### src/rtl/gray_pkg.sv
// Shared types and helpers for the Gray input conditioning stage.
package gray_pkg;

    localparam int unsigned GRAY_W_DEFAULT = 4;

    typedef enum logic [1:0] {
        SETTLE,
        TRACK,
        FILTER
    } state_t;

    function automatic logic is_single_step(input logic [31:0] a, input logic [31:0] b);
        return $countones(a ^ b) == 1;
    endfunction

endpackage

### src/rtl/gray_sync_chain.sv
// Per-bit flop synchroniser, WIDTH bits wide and STAGES flops deep, reset to zero.
module gray_sync_chain
    import gray_pkg::*;
#(
    parameter int unsigned WIDTH  = GRAY_W_DEFAULT,
    parameter int unsigned STAGES = 2
) (
    input  logic             clk,
    input  logic             rst,
    input  logic [WIDTH-1:0] d,
    output logic [WIDTH-1:0] q
);

    logic [WIDTH-1:0] stage [STAGES];

    always_ff @(posedge clk) begin
        if (rst) begin
            for (int i = 0; i < int'(STAGES); i++) begin
                stage[i] <= '0;
            end
        end else begin
            stage[0] <= d;
            for (int i = 1; i < int'(STAGES); i++) begin
                stage[i] <= stage[i-1];
            end
        end
    end

    assign q = stage[STAGES-1];

endmodule

### src/rtl/gray_input_sync.sv
// Synchronises and debounces an asynchronous Gray bus; flags multi-bit steps.
// Optional saturating step-error counter enabled by GRAY_SYNC_ERR_CNT_EN.
module gray_input_sync
    import gray_pkg::*;
#(
    parameter int unsigned GRAY_W        = GRAY_W_DEFAULT,
    parameter int unsigned SYNC_STAGES   = 2,
    parameter int unsigned STABLE_CYCLES = 4
) (
    input  logic              clk,
    input  logic              rst,
    input  logic [GRAY_W-1:0] gray_in,
    output logic [GRAY_W-1:0] gray_out,
    output logic              gray_valid,
    output logic              step_err
`ifdef GRAY_SYNC_ERR_CNT_EN
    ,
    input  logic              err_clr,
    output logic [7:0]        err_count
`endif
);

    localparam int unsigned CNT_W  = $clog2(STABLE_CYCLES + 1);
    localparam int unsigned FILL_W = $clog2(SYNC_STAGES + 1);

    localparam logic [CNT_W-1:0]  CNT_ONE  = CNT_W'(1);
    localparam logic [CNT_W-1:0]  CNT_MAX  = CNT_W'(STABLE_CYCLES);
    localparam logic [FILL_W-1:0] FILL_ONE = FILL_W'(1);
    localparam logic [FILL_W-1:0] FILL_MAX = FILL_W'(SYNC_STAGES);

    logic [GRAY_W-1:0] s;
    logic [GRAY_W-1:0] candidate;
    logic [CNT_W-1:0]  cnt;
    logic [FILL_W-1:0] fill;
    state_t            state;

    logic cnt_hit;
    logic settle_hit;

    gray_sync_chain #(
        .WIDTH  (GRAY_W),
        .STAGES (SYNC_STAGES)
    ) u_sync (
        .clk (clk),
        .rst (rst),
        .d   (gray_in),
        .q   (s)
    );

    assign cnt_hit    = (cnt + CNT_ONE) == CNT_MAX;
    assign settle_hit = (s == candidate) ? cnt_hit : (STABLE_CYCLES == 1);

    // SETTLE waits for the chain to flush: its reset zeros are not samples of gray_in.
    always_ff @(posedge clk) begin
        if (rst) begin
            state      <= SETTLE;
            fill       <= '0;
            candidate  <= '0;
            cnt        <= '0;
            gray_out   <= '0;
            gray_valid <= 1'b0;
            step_err   <= 1'b0;
        end else begin
            gray_valid <= 1'b0;
            step_err   <= 1'b0;
            unique case (state)
                SETTLE: begin
                    if (fill != FILL_MAX) begin
                        fill <= fill + FILL_ONE;
                    end else if (settle_hit) begin
                        candidate  <= s;
                        gray_out   <= s;
                        gray_valid <= 1'b1;
                        cnt        <= '0;
                        state      <= TRACK;
                    end else if (s == candidate) begin
                        cnt <= cnt + CNT_ONE;
                    end else begin
                        candidate <= s;
                        cnt       <= CNT_ONE;
                    end
                end
                TRACK: begin
                    if (s != gray_out) begin
                        if (STABLE_CYCLES == 1) begin
                            candidate  <= s;
                            gray_out   <= s;
                            gray_valid <= 1'b1;
                            step_err   <= !is_single_step(32'(s), 32'(gray_out));
                        end else begin
                            candidate <= s;
                            cnt       <= CNT_ONE;
                            state     <= FILTER;
                        end
                    end
                end
                FILTER: begin
                    if (s == gray_out) begin
                        cnt   <= '0;
                        state <= TRACK;
                    end else if (s != candidate) begin
                        candidate <= s;
                        cnt       <= CNT_ONE;
                    end else if (cnt_hit) begin
                        gray_out   <= candidate;
                        gray_valid <= 1'b1;
                        step_err   <= !is_single_step(32'(candidate), 32'(gray_out));
                        cnt        <= '0;
                        state      <= TRACK;
                    end else begin
                        cnt <= cnt + CNT_ONE;
                    end
                end
                default: begin
                    state <= SETTLE;
                end
            endcase
        end
    end

`ifdef GRAY_SYNC_ERR_CNT_EN
    always_ff @(posedge clk) begin
        if (rst || err_clr) begin
            err_count <= '0;
        end else if (step_err && err_count != 8'hFF) begin
            err_count <= err_count + 8'd1;
        end
    end
`endif

endmodule

### config.mk
export PLATFORM = sky130hd
export DESIGN_NAME = gray_input_sync
export DESIGN_NICKNAME = d
export VERILOG_FILES = /design/src/rtl/gray_pkg.sv /design/src/rtl/gray_sync_chain.sv /design/src/rtl/gray_input_sync.sv
export SDC_FILE = /design/constraint.sdc
export NUM_CORES = 1
export LEC_CHECK = 0
export ABC_AREA = 1
export ABC_CLOCK_PERIOD_IN_PS = 1700
export BUFFER_PORTS_ARGS = -buffer_cell sky130_fd_sc_hd__buf_4
export CORE_UTILIZATION = 25
export DETAILED_ROUTE_END_ITERATION = 7
export SYNTH_ARGS = -nofsm -noshare
export SYNTH_HDL_FRONTEND = slang
export SYNTH_HIERARCHICAL = 1
export SYNTH_SLANG_ARGS = --single-unit
### constraint.sdc
create_clock -name clk -period 1.7 [get_ports clk]
set_input_delay 0.17 -clock clk [delete_from_list [all_inputs] [get_ports clk]]
set_output_delay 0.17 -clock clk [all_outputs]
set_load 0.02 [all_outputs]
==> impl_metrics.tcl <==
set metrics [dict create \
    status "complete, but fails checks" \
    violations "negative setup slack" \
    grtUsageTotal 0.100 \
    cp_max_fo 2 \
    rsz0062_at_grt "true" \
    finClkSkew_ns 0.00369 \
    portBuffers 11 \
    drc 0 \
    grt_pass1_vias 1074 \
    switching_power_uw 640 \
    ys_ff_latch 25 \
    end_kind "register" \
    drv_cap 0 \
    clk_pin_slew_ns 0.09 \
    drv_slew 0 \
    area_delta_synth_final_pct 19.5 \
    ios 12 \
    vias 1225 \
    syn_area_per_cell_um2 7.22 \
    synth-edff-count 0 \
    die-area_um2 6640 \
    setup_tns_ns -0.0806 \
    wire_per_inst_um 9.26 \
    internal_power_uw 1130 \
    synth_warnings 6 \
    cp-start-kind "register" \
    cts-root-buf "clkbuf_8" \
    swShare 0.362 \
    clock-sinks 25 \
    initial_core_util 0.262 \
    cp_num_buf_inv 0 \
    power.density_nw_per_um2 936 \
    n_antenna_cell 0 \
    dp_hpwl_um 2260 \
    cp_cell_sequence "xor2_2 > fa_1 > ha_2 > ha_4 > nor3b_2 > nor4_1" \
    max_freq_mhz 562 \
    antenna_found_initial 0 \
    cts_tree "done" \
    setup_ws_ns -0.0806 \
    p_leak_uw 0.000912 \
    finalCritPeriodShare 1.05 \
    nets 253 \
    period_needed_ns 1.78 \
    fp.coreArea_um2 6030 \
    cts_hold_buffers 0 \
    hold_viol_final 0 \
    fp-row-count 28 \
    drt-pass1-iter-count 4 \
    clk_latency_ns 0.27 \
    ant_nets 0 \
    syn-cell-area_um2 1580 \
    ys_seq_area_frac 0.317 \
    pwr-share-comb 0.392 \
    max_stage_delay_ns 0.54 \
    hp-class "in2reg" \
    gp_congestion 0.782 \
    grt_remaining_overflow 0 \
    path_delay_family "adder cells" \
    slew_headroom 0.698 \
    worstPathArrival_ns 1.95 \
    drt_iter0_drc 92 \
    worstSetupPathType "reg2reg" \
    worst_pin_slew_ns 0.452 \
    vdd_ir_drop_max_uv 303 \
    clkPwrFrac 0.203 \
    syn-num-nets 235 \
    final.fill_count 656 \
    setup_viol 1 \
    grt_max_degree 16 \
    synth_cells 219 \
    crit_required_ns 1.86 \
    power_frac_seq 0.404 \
    avgViaCountPerCell 3.94 \
    slowest_stage "fa_1" \
    clk_path_buf_depth 2 \
    htreeDepth 1 \
    die_w_um 81.5 \
    wirelength_um 2880 \
    synth_cell_type_count 33 \
    grt_pass1_wl_um 5090 \
    synthFlopType "dfxtp_1" \
    numCtsBuffers 3 \
    drive_gt1_frac 0.343 \
    die_h_um 81.5 \
    dp_slack_ns -0.120 \
    async_flop_share 0 \
]
==> cells in the mapped netlist (all sizes together), types with 2 or more instances <==
library cell	n	area (um2)
dfxtp	25	500
xor2	4	35.0
buf	7	57.6
o21ai	3	15.0
a21oi	14	73.8
ha	9	113
nand3	12	90.1
nor2	43	213
inv	35	131
nand2	56	250
nand3b	2	18.8
==> state kept, by name (all words and copies together) (netlist names) <==
| name | cells |
|---|---|
| candidate | 4 |
| cnt | 3 |
| fill | 2 |
| gray_out | 4 |
| gray_valid | 1 |
| state | 2 |
| step_err | 1 |
| u_sync/stage | 8 |
==> worst paths after layout <==
check,from,slack [ns],endpoint,cells after the start
max,candidate[0]$_SDFFE_PP0P_,-0.08,step_err$_SDFF_PP0_,6
min,gray_in[0],0.09,u_sync/stage[0][0]$_SDFF_PP0_,3
max reg2reg,candidate[0]$_SDFFE_PP0P_,-0.08,step_err$_SDFF_PP0_,6
min reg2reg,u_sync/stage[0][2]$_SDFF_PP0_,0.40,u_sync/stage[0][6]$_SDFF_PP0_,2
==> final cells by class <==
type	count	area [um2]	share of cell area
multi-input combinational	150	923	0.489
sequential	25	518	0.274
inverter	37	154	0.0815
timing repair buffer	20	150	0.0795
tap	75	93.8	0.0497
clock buffer	3	41.3	0.0219
clock inverter	1	7.51	0.00398
==> per-layer routing <==
layer / vias up / GRT usage / part of all wire
met1: 501 / 0.148 / 0.52
li1: 697 / - / -
met4: 0 / 0.0429 / 0.020
met5: - / 0 / 0
met2: 22 / 0.143 / 0.42
met3: 5 / 0.0133 / 0.034
==> cell families after synthesis <==
group,Yosys count,share of synthesized area
AOI/OAI and AO/OA,19,0.0657
xor gates and xnor gates,4,0.0222
adders and majority gates,10,0.0839
buffers and inverters,44,0.134
DFF,25,0.317
and+or+nand+nor,117,0.378
==> through the flow <==
step | std cells | total power (uW) | area [um2] | hold WS (ns) | utilization
finish | 311 | 1770 | 1890 | 0.0922 | 0.313
global route | 311 | 1920 | 1890 | 0.100 | 0.313
CTS | 311 | 1790 | 1860 | 0.0861 | 0.309
detailed placement | 306 | 1420 | 1810 | 0.377 | 0.300
global placement | 306 | 1390 | 1810 | 0.381 | 0.300
floorplan | 219 | 1280 | 1630 | 0.248 | -
==> power groups by stage <==
| stage | Combinational, uW | Sequential, uW | Clock (uW) |
|---|---|---|---|
| global route | 790 | 725 | 406 |
| finish | 693 | 715 | 359 |
| CTS | 700 | 714 | 380 |
| global placement | 671 | 724 | 0 |
| floorplan | 554 | 727 | 0 |
| detailed placement | 691 | 727 | 0 |
==> worst min-delay path: stages <==
cell and delay, ns:
buf_4 0.07, inv_1 0.03, nor2_1 0.06
==> timing repair <==
item,CTS,global route
setup endpoints to repair,1,9
setup buffers,1,0
resized for setup,0,8
endpoints found under the hold margin,0,0
pin swaps,3,2
gates cloned,0,0
==> cell usage in the layout (no fill, tap or decap), types with 3 or more instances in the layout <==
cell,instances
ha_1,5
dfxtp_1,17
nor2_2,4
nor2_1,34
a21oi_1,13
dfxtp_4,3
nand2_2,10
clkbuf_8,3
dfxtp_2,5
nor2_4,4
buf_4,20
inv_1,21
nand3_1,9
inv_2,14
nand2_1,44
Note: power is estimated with default switching activity, not from simulation.
